`config.mk`:
```
export PLATFORM = sky130hd
export DESIGN_NAME = seg7_bcd_display
export DESIGN_NICKNAME = d
export VERILOG_FILES = /design/src/rtl/seg7_bcd_display.sv
export SDC_FILE = /design/constraint.sdc
export NUM_CORES = 1
export LEC_CHECK = 0
export BUFFER_PORTS_ARGS = -buffer_cell sky130_fd_sc_hd__buf_2
export CAP_MARGIN = 5
export CELL_PAD_IN_SITES_DETAIL_PLACEMENT = 0
export CELL_PAD_IN_SITES_GLOBAL_PLACEMENT = 1
export CORE_MARGIN = 1.5
export CORE_UTILIZATION = 40
export CTS_CLUSTER_SIZE = 25
export DETAILED_ROUTE_END_ITERATION = 7
export PLACE_DENSITY_LB_ADDON = 0.1
export SLEW_MARGIN = 20
export SYNTH_ARGS = -nofsm -noshare
export SYNTH_HDL_FRONTEND = slang
export SYNTH_SLANG_ARGS = --single-unit
export TNS_END_PERCENT = 5
```
`constraint.sdc`:
```
create_clock -name clk -period 7.3 [get_ports clk]
set_clock_uncertainty 0.2 [all_clocks]
set_input_delay 0.365 -clock clk [delete_from_list [all_inputs] [get_ports clk]]
set_output_delay 0.365 -clock clk [all_outputs]
set_load 0.01 [all_outputs]
```
`src/rtl/seg7_bcd_display.sv`:
```
// rtl/seg7_bcd_display.sv - sequential double-dabble binary-to-7-segment display driver
// Optional raw-hex display mode guarded by SEG7_HEX_MODE_EN.
module seg7_bcd_display #(
    parameter int WIDTH  = 8,
    parameter int DIGITS = 3
) (
    input  logic                  clk,
    input  logic                  rst_n,
    input  logic                  load,
    input  logic [WIDTH-1:0]      value,
    input  logic                  signed_mode,
`ifdef SEG7_HEX_MODE_EN
    input  logic                  hex_mode,
`endif
    output logic                  busy,
    output logic                  valid,
    output logic                  ovf,
    output logic [7*DIGITS-1:0]   hex
);

    localparam int BW = 4 * DIGITS;
    localparam int CW = $clog2(WIDTH + 1);

    localparam logic [1:0] S_IDLE = 2'd0;
    localparam logic [1:0] S_CONV = 2'd1;
    localparam logic [1:0] S_SHOW = 2'd2;

    localparam logic [6:0] MINUS = 7'b1111110;
    localparam logic [6:0] BLANK = 7'b1111111;

    logic [1:0]         state;
    logic [WIDTH-1:0]   mag;
    logic [BW-1:0]      bcd;
    logic [CW-1:0]      cnt;
    logic               carry;
    logic               neg;

    logic               neg_in;
    logic [BW-1:0]      adj;
    logic [BW-1:0]      bcd_nxt;
    logic               carry_nxt;
    logic [BW-1:0]      src_dig;
    logic               src_over;
    logic               src_neg;
    logic [7*DIGITS-1:0] hex_c;
    logic               ovf_c;
    int                 msd;

    function automatic logic [6:0] glyph(input logic [3:0] d);
        case (d)
            4'h0: glyph = 7'b0000001;
            4'h1: glyph = 7'b1001111;
            4'h2: glyph = 7'b0010010;
            4'h3: glyph = 7'b0000110;
            4'h4: glyph = 7'b1001100;
            4'h5: glyph = 7'b0100100;
            4'h6: glyph = 7'b0100000;
            4'h7: glyph = 7'b0001111;
            4'h8: glyph = 7'b0000000;
            4'h9: glyph = 7'b0001100;
            4'hA: glyph = 7'b0001000;
            4'hB: glyph = 7'b1100000;
            4'hC: glyph = 7'b0110001;
            4'hD: glyph = 7'b1000010;
            4'hE: glyph = 7'b0110000;
            default: glyph = 7'b0111000;
        endcase
    endfunction

    assign neg_in = signed_mode & value[WIDTH-1];
    assign busy   = (state != S_IDLE);

    always_comb begin
        adj = '0;
        for (int k = 0; k < DIGITS; k++) begin
            adj[4*k +: 4] = (bcd[4*k +: 4] >= 4'd5) ? bcd[4*k +: 4] + 4'd3 : bcd[4*k +: 4];
        end
    end

    assign bcd_nxt   = {adj[BW-2:0], mag[WIDTH-1]};
    assign carry_nxt = carry | adj[BW-1];

`ifdef SEG7_HEX_MODE_EN
    logic [WIDTH+BW-1:0] ext;
    assign ext = {{BW{1'b0}}, value};
`endif

    // Display source: the BCD state after the final shift, or raw nibbles in hex mode.
    always_comb begin
        src_dig  = bcd_nxt;
        src_over = carry_nxt;
        src_neg  = neg;
`ifdef SEG7_HEX_MODE_EN
        if (state == S_IDLE) begin
            src_dig  = ext[BW-1:0];
            src_over = |(ext >> BW);
            src_neg  = 1'b0;
        end
`endif
    end

    always_comb begin
        msd   = 0;
        hex_c = '1;
        for (int k = 0; k < DIGITS; k++) begin
            if (src_dig[4*k +: 4] != 4'd0) msd = k;
        end
        ovf_c = src_over | (src_neg && (msd == DIGITS - 1));
        for (int k = 0; k < DIGITS; k++) begin
            if (ovf_c)
                hex_c[7*k +: 7] = MINUS;
            else if (k <= msd)
                hex_c[7*k +: 7] = glyph(src_dig[4*k +: 4]);
            else if (src_neg && (k == msd + 1))
                hex_c[7*k +: 7] = MINUS;
            else
                hex_c[7*k +: 7] = BLANK;
        end
    end

    always_ff @(posedge clk or negedge rst_n) begin
        if (!rst_n) begin
            state <= S_IDLE;
            mag   <= '0;
            bcd   <= '0;
            cnt   <= '0;
            carry <= 1'b0;
            neg   <= 1'b0;
            valid <= 1'b0;
            ovf   <= 1'b0;
            hex   <= '1;
        end else begin
            valid <= 1'b0;
            case (state)
                S_IDLE: begin
                    if (load) begin
                        neg   <= neg_in;
                        mag   <= neg_in ? (~value + WIDTH'(1)) : value;
                        bcd   <= '0;
                        cnt   <= CW'(WIDTH);
                        carry <= 1'b0;
                        state <= S_CONV;
`ifdef SEG7_HEX_MODE_EN
                        if (hex_mode) begin
                            hex   <= hex_c;
                            ovf   <= ovf_c;
                            valid <= 1'b1;
                            state <= S_SHOW;
                        end
`endif
                    end
                end
                S_CONV: begin
                    bcd   <= bcd_nxt;
                    mag   <= {mag[WIDTH-2:0], 1'b0};
                    carry <= carry_nxt;
                    cnt   <= cnt - CW'(1);
                    // Publish on the last shift so hex is fresh throughout SHOW.
                    if (cnt == CW'(1)) begin
                        hex   <= hex_c;
                        ovf   <= ovf_c;
                        valid <= 1'b1;
                        state <= S_SHOW;
                    end
                end
                S_SHOW:  state <= S_IDLE;
                default: state <= S_IDLE;
            endcase
        end
    end

endmodule

```
==> metrics list <==
- Number of nets produced by synthesis: 404
- Layout Area Growth over Synthesis: 10.4%
- The initial antenna violation count was 0.
* Layout filler cell count: 777
* Family with the most delay on the worst path: simple AND/OR/NAND/NOR gates
- By area the synthesized netlist is led by sky130_fd_sc_hd__dfrtp_1 (23%), sky130_fd_sc_hd__dfstp_2 (17%), sky130_fd_sc_hd__ha_1 (8.8%).
- Die outline width: 93.4 µm
* Count of buffer and inverter cells on the critical path: 2
- Fraction of layout cells with a size suffix above 1: 0.191
- The share of the Yosys chip area taken by registers is 0.399.
- Clk Latency, worst-skew pair: 0.30 ns
- Hold_ws: 0.0946 ns
- The count of buffers added on input and output ports is 35.
- In this run the standard cell core region covers around 0.0078 mm².
- In this run the clock root is driven by a sky130_fd_sc_hd__clkbuf_8.
- Switching portion of total power: 0.482
* CTS Hold Bufs: 1
* Number of CTS-inserted buffers: 5
- For this design the ratio of total power to cell area is 509 mW/mm².
- Main synth FF type: sky130_fd_sc_hd__dfrtp_1
- Leak pwr: about 1.6 nW
- Antenna Violating Nets Remaining: 0
- The cell count after synthesis came out at 369.
* Shortest clock period the worst path allows after layout: 3.40 ns
- Count of standard-cell rows: 32
- IR analysis of the VDD net gives a maximum drop of 0.215 mV.
* Tot GR Track Use: 0.176
* Data required, critical path: 7.32 ns
- Post-CTS sizing: 0
* Count of vias placed by the detailed router: 2,713
- Post-Syn Area: 0.00327 mm²
- The first global-routing pass estimated around 12,000 µm of wire.
- Highest fanout seen on the critical path: 10
- Clock tree from TritonCTS: built
- The number of max-slew violations in the final report came to 0.
- Counting along the longest clock path gives a buffer depth of 2.
* Average vias per placed instance: 5.44
- During synthesis, Yosys emitted a total of 0 warnings.
- Hold/Removal Path Class: in -> reg
* Detailed Route Iter0 Violations: 108
* P_int: 0.950 mW
- Share of power burned in the clock network: 0.099
- The worst setup path is captured at a flop.
* Initial Util: 0.418
- Final number of setup-violating endpoints: 0
* Storage cell area: 0.00130 mm²
* Crit Path Class: reg -> reg
- Setup repair after global routing left no endpoint under its margin.
* Max Freq: 294 MHz
- In the final routed layout, each cell accounts on average for 14.5 µm.
- Counting flops with an async set or reset pin after synthesis yields a share of 1.00.
* Number of nets in the layout: 431
- Leftover overflow at the end of global routing: 0
* Final std cell area, no fill: 0.00360 mm²
* Area of placed instances: 0.00349 mm²
- After synthesis, the netlist uses 53 different library cells.
* Avg Inst Size Synth: between 8 and 9 µm²
- Number of enable flip-flop cells after synthesis: 0
- Area occupied by multi-input gates: 0.00180 mm²
- Final count of hold timing violations: 0
- Result of the run: completed
* Most common cell after layout, fill and taps aside: sky130_fd_sc_hd__nor2_1
- Counting flops and latches in the post-synthesis netlist gives between 50 and 60.
- Cells on Worst Hold Path: 3
- Count of placed standard cells including taps: 490
- Antenna Cells: 0
- STA classifies the critical path startpoint as a flop.
- Data on the critical path arrives at its endpoint at approximately 3.4 ns.
- CTS built an H-tree with a depth of 2.
- Clock Pin Slew Worst Setup and Hold Paths: 0.09 ns
* Chip height: 93.4 µm
- In this run the number of cells on the critical path is 12.
- Period utilization: 0.466
- Max-cap violations: 0
* Die Footprint: 0.00872 mm²
- Ports: 36
- DRC violation count after routing: 0
- Of the total power, combinational logic draws 0.606.
- Initial DRT Pass Iterations: 4
- The share of total power dissipated in sequential elements is 0.295.
- At the pin with the least slew margin, the transition time is 0.984 ns.
- Leaving out filler cells and counting taps, the final layout contains 499.
* DP Wirelength: 5220 µm
* Crit path cell chain: inv_1 > ha_1 > nand2b_1 > a21oi_1 > xnor2_1 > ha_1 > inv_1 > a31oi_4 > nor2_2 > or2_0 > nor2_2 > a31oi_1
- Commonest cells after routing, fill and taps aside: sky130_fd_sc_hd__nor2_1 (40), sky130_fd_sc_hd__o21ai_0 (38), sky130_fd_sc_hd__buf_2 (35)
- After routing, the total negative slack on setup checks comes to 0 ns.
* Post-synth top area share: 0.230
- Worst relative slew slack: 0.344
- The via count of the first global-routing pass was 2,558.
* Sw Pwr: 0.884 mW
* Sink count of the clock tree: 51
- Entering global routing, the biggest net connects 52 pins.
- For this design, the slowest cell found on the critical path is sky130_fd_sc_hd__dfrtp_1.
- Buffers added to address setup during post-CTS repair amount to 0.
- Number of cells on the worst reg-to-reg path: 12
- Library cell occupying the most area in the post-synthesis netlist: sky130_fd_sc_hd__dfrtp_1
- Summed over all layers, the routed wires come to just over 7000 µm.
- Routability-driven placement finished with a final weighted congestion of 0.778.
* Critical Path Max Stage Delay: 0.41 ns
cell families after synthesis:
group                      Yosys count  share of synthesized area
adders and majority gates           23                     0.0881
and+or+nand+nor                    122                      0.179
buffers and inverters               39                     0.0513
DFF                                 51                      0.399
muxes                               11                     0.0352
xor gates and xnor gates            12                     0.0322
AOI/OAI and AO/OA                  111                      0.215
power groups by stage:
| stage | Clock [mW] | Combinational (mW) | Sequential (mW) |
|---|---|---|---|
| after floorplan | 0 | 0.858 | 0.536 |
| after global placement | 0 | 1.11 | 0.544 |
| after detailed placement | 0 | 1.11 | 0.547 |
| after CTS | 0.188 | 1.11 | 0.541 |
| after global routing | 0.200 | 1.26 | 0.562 |
| final | 0.181 | 1.11 | 0.541 |
path summary, 6_finish.rpt:
check / start / endpoint / slack, ns
max in group asynchronous: rst_n / bcd[6] / 5.97
max reg2reg: bcd[9] / hex[10] / 3.90
min reg2reg: hex[0] / hex[0] / 0.27
min: value[7] / mag[7] / 0.09
min in group asynchronous: rst_n / ovf / 0.50
max: bcd[9] / hex[10] / 3.90
synth_stat cells, types with 3 or more instances:
| cell | count |
|---|---|
| sky130_fd_sc_hd__a22oi_1 | 10 |
| sky130_fd_sc_hd__nor3_1 | 7 |
| sky130_fd_sc_hd__o211ai_1 | 3 |
| sky130_fd_sc_hd__ha_1 | 23 |
| sky130_fd_sc_hd__o31ai_1 | 3 |
| sky130_fd_sc_hd__mux2i_1 | 7 |
| sky130_fd_sc_hd__xnor2_1 | 12 |
| sky130_fd_sc_hd__dfrtp_1 | 30 |
| sky130_fd_sc_hd__dfstp_2 | 21 |
| sky130_fd_sc_hd__nand2_1 | 26 |
| sky130_fd_sc_hd__clkbuf_1 | 9 |
| sky130_fd_sc_hd__a31oi_1 | 14 |
| sky130_fd_sc_hd__nor2_1 | 40 |
| sky130_fd_sc_hd__buf_2 | 5 |
| sky130_fd_sc_hd__inv_1 | 22 |
| sky130_fd_sc_hd__nand4b_1 | 3 |
| sky130_fd_sc_hd__o21ai_0 | 38 |
| sky130_fd_sc_hd__a21oi_1 | 20 |
| sky130_fd_sc_hd__nor3b_1 | 3 |
| sky130_fd_sc_hd__nand3_1 | 20 |
| sky130_fd_sc_hd__mux2_2 | 4 |
| sky130_fd_sc_hd__nand2b_1 | 7 |
flip-flops by register name, summed over array words and instances (netlist names):
signal and count:
mag 8, carry 1, bcd 12, cnt 4
state 2, neg 1, valid 1, ovf 1
hex 21
per-layer routing:
| layer | vias up | track usage | share of wire |
|---|---|---|---|
| met1 | 1299 | 0.235 | 0.49 |
| li1 | 1369 | - | - |
| met3 | 9 | 0.0333 | 0.030 |
| met5 | - | 0 | 0 |
| met4 | 0 | 0.0505 | 0.015 |
| met2 | 36 | 0.288 | 0.46 |
worst min-delay path, stage by stage:
cell	delay [ns]
sky130_fd_sc_hd__buf_2	0.09
sky130_fd_sc_hd__nand3_1	0.06
sky130_fd_sc_hd__nand2_1	0.06
layout make-up:
type | instances | area share
Sequential cell | 51 | 0.361
Clock buffer | 7 | 0.0267
Tap cell | 102 | 0.0354
Timing Repair Buffer | 37 | 0.0535
Multi-Input combinational cell | 279 | 0.498
Clock inverter | 1 | 0.00208
Inverter | 22 | 0.0229
stage by stage:
stage	worst slack, ns	power [mW]	utilization
after floorplan	4.42	1.39	-
after global placement	4.07	1.66	0.447
after detailed placement	3.89	1.65	0.447
after CTS	3.88	1.84	0.462
after global routing	3.53	2.02	0.462
final	3.90	1.83	0.462
Note: power is estimated with default switching activity, not from simulation.
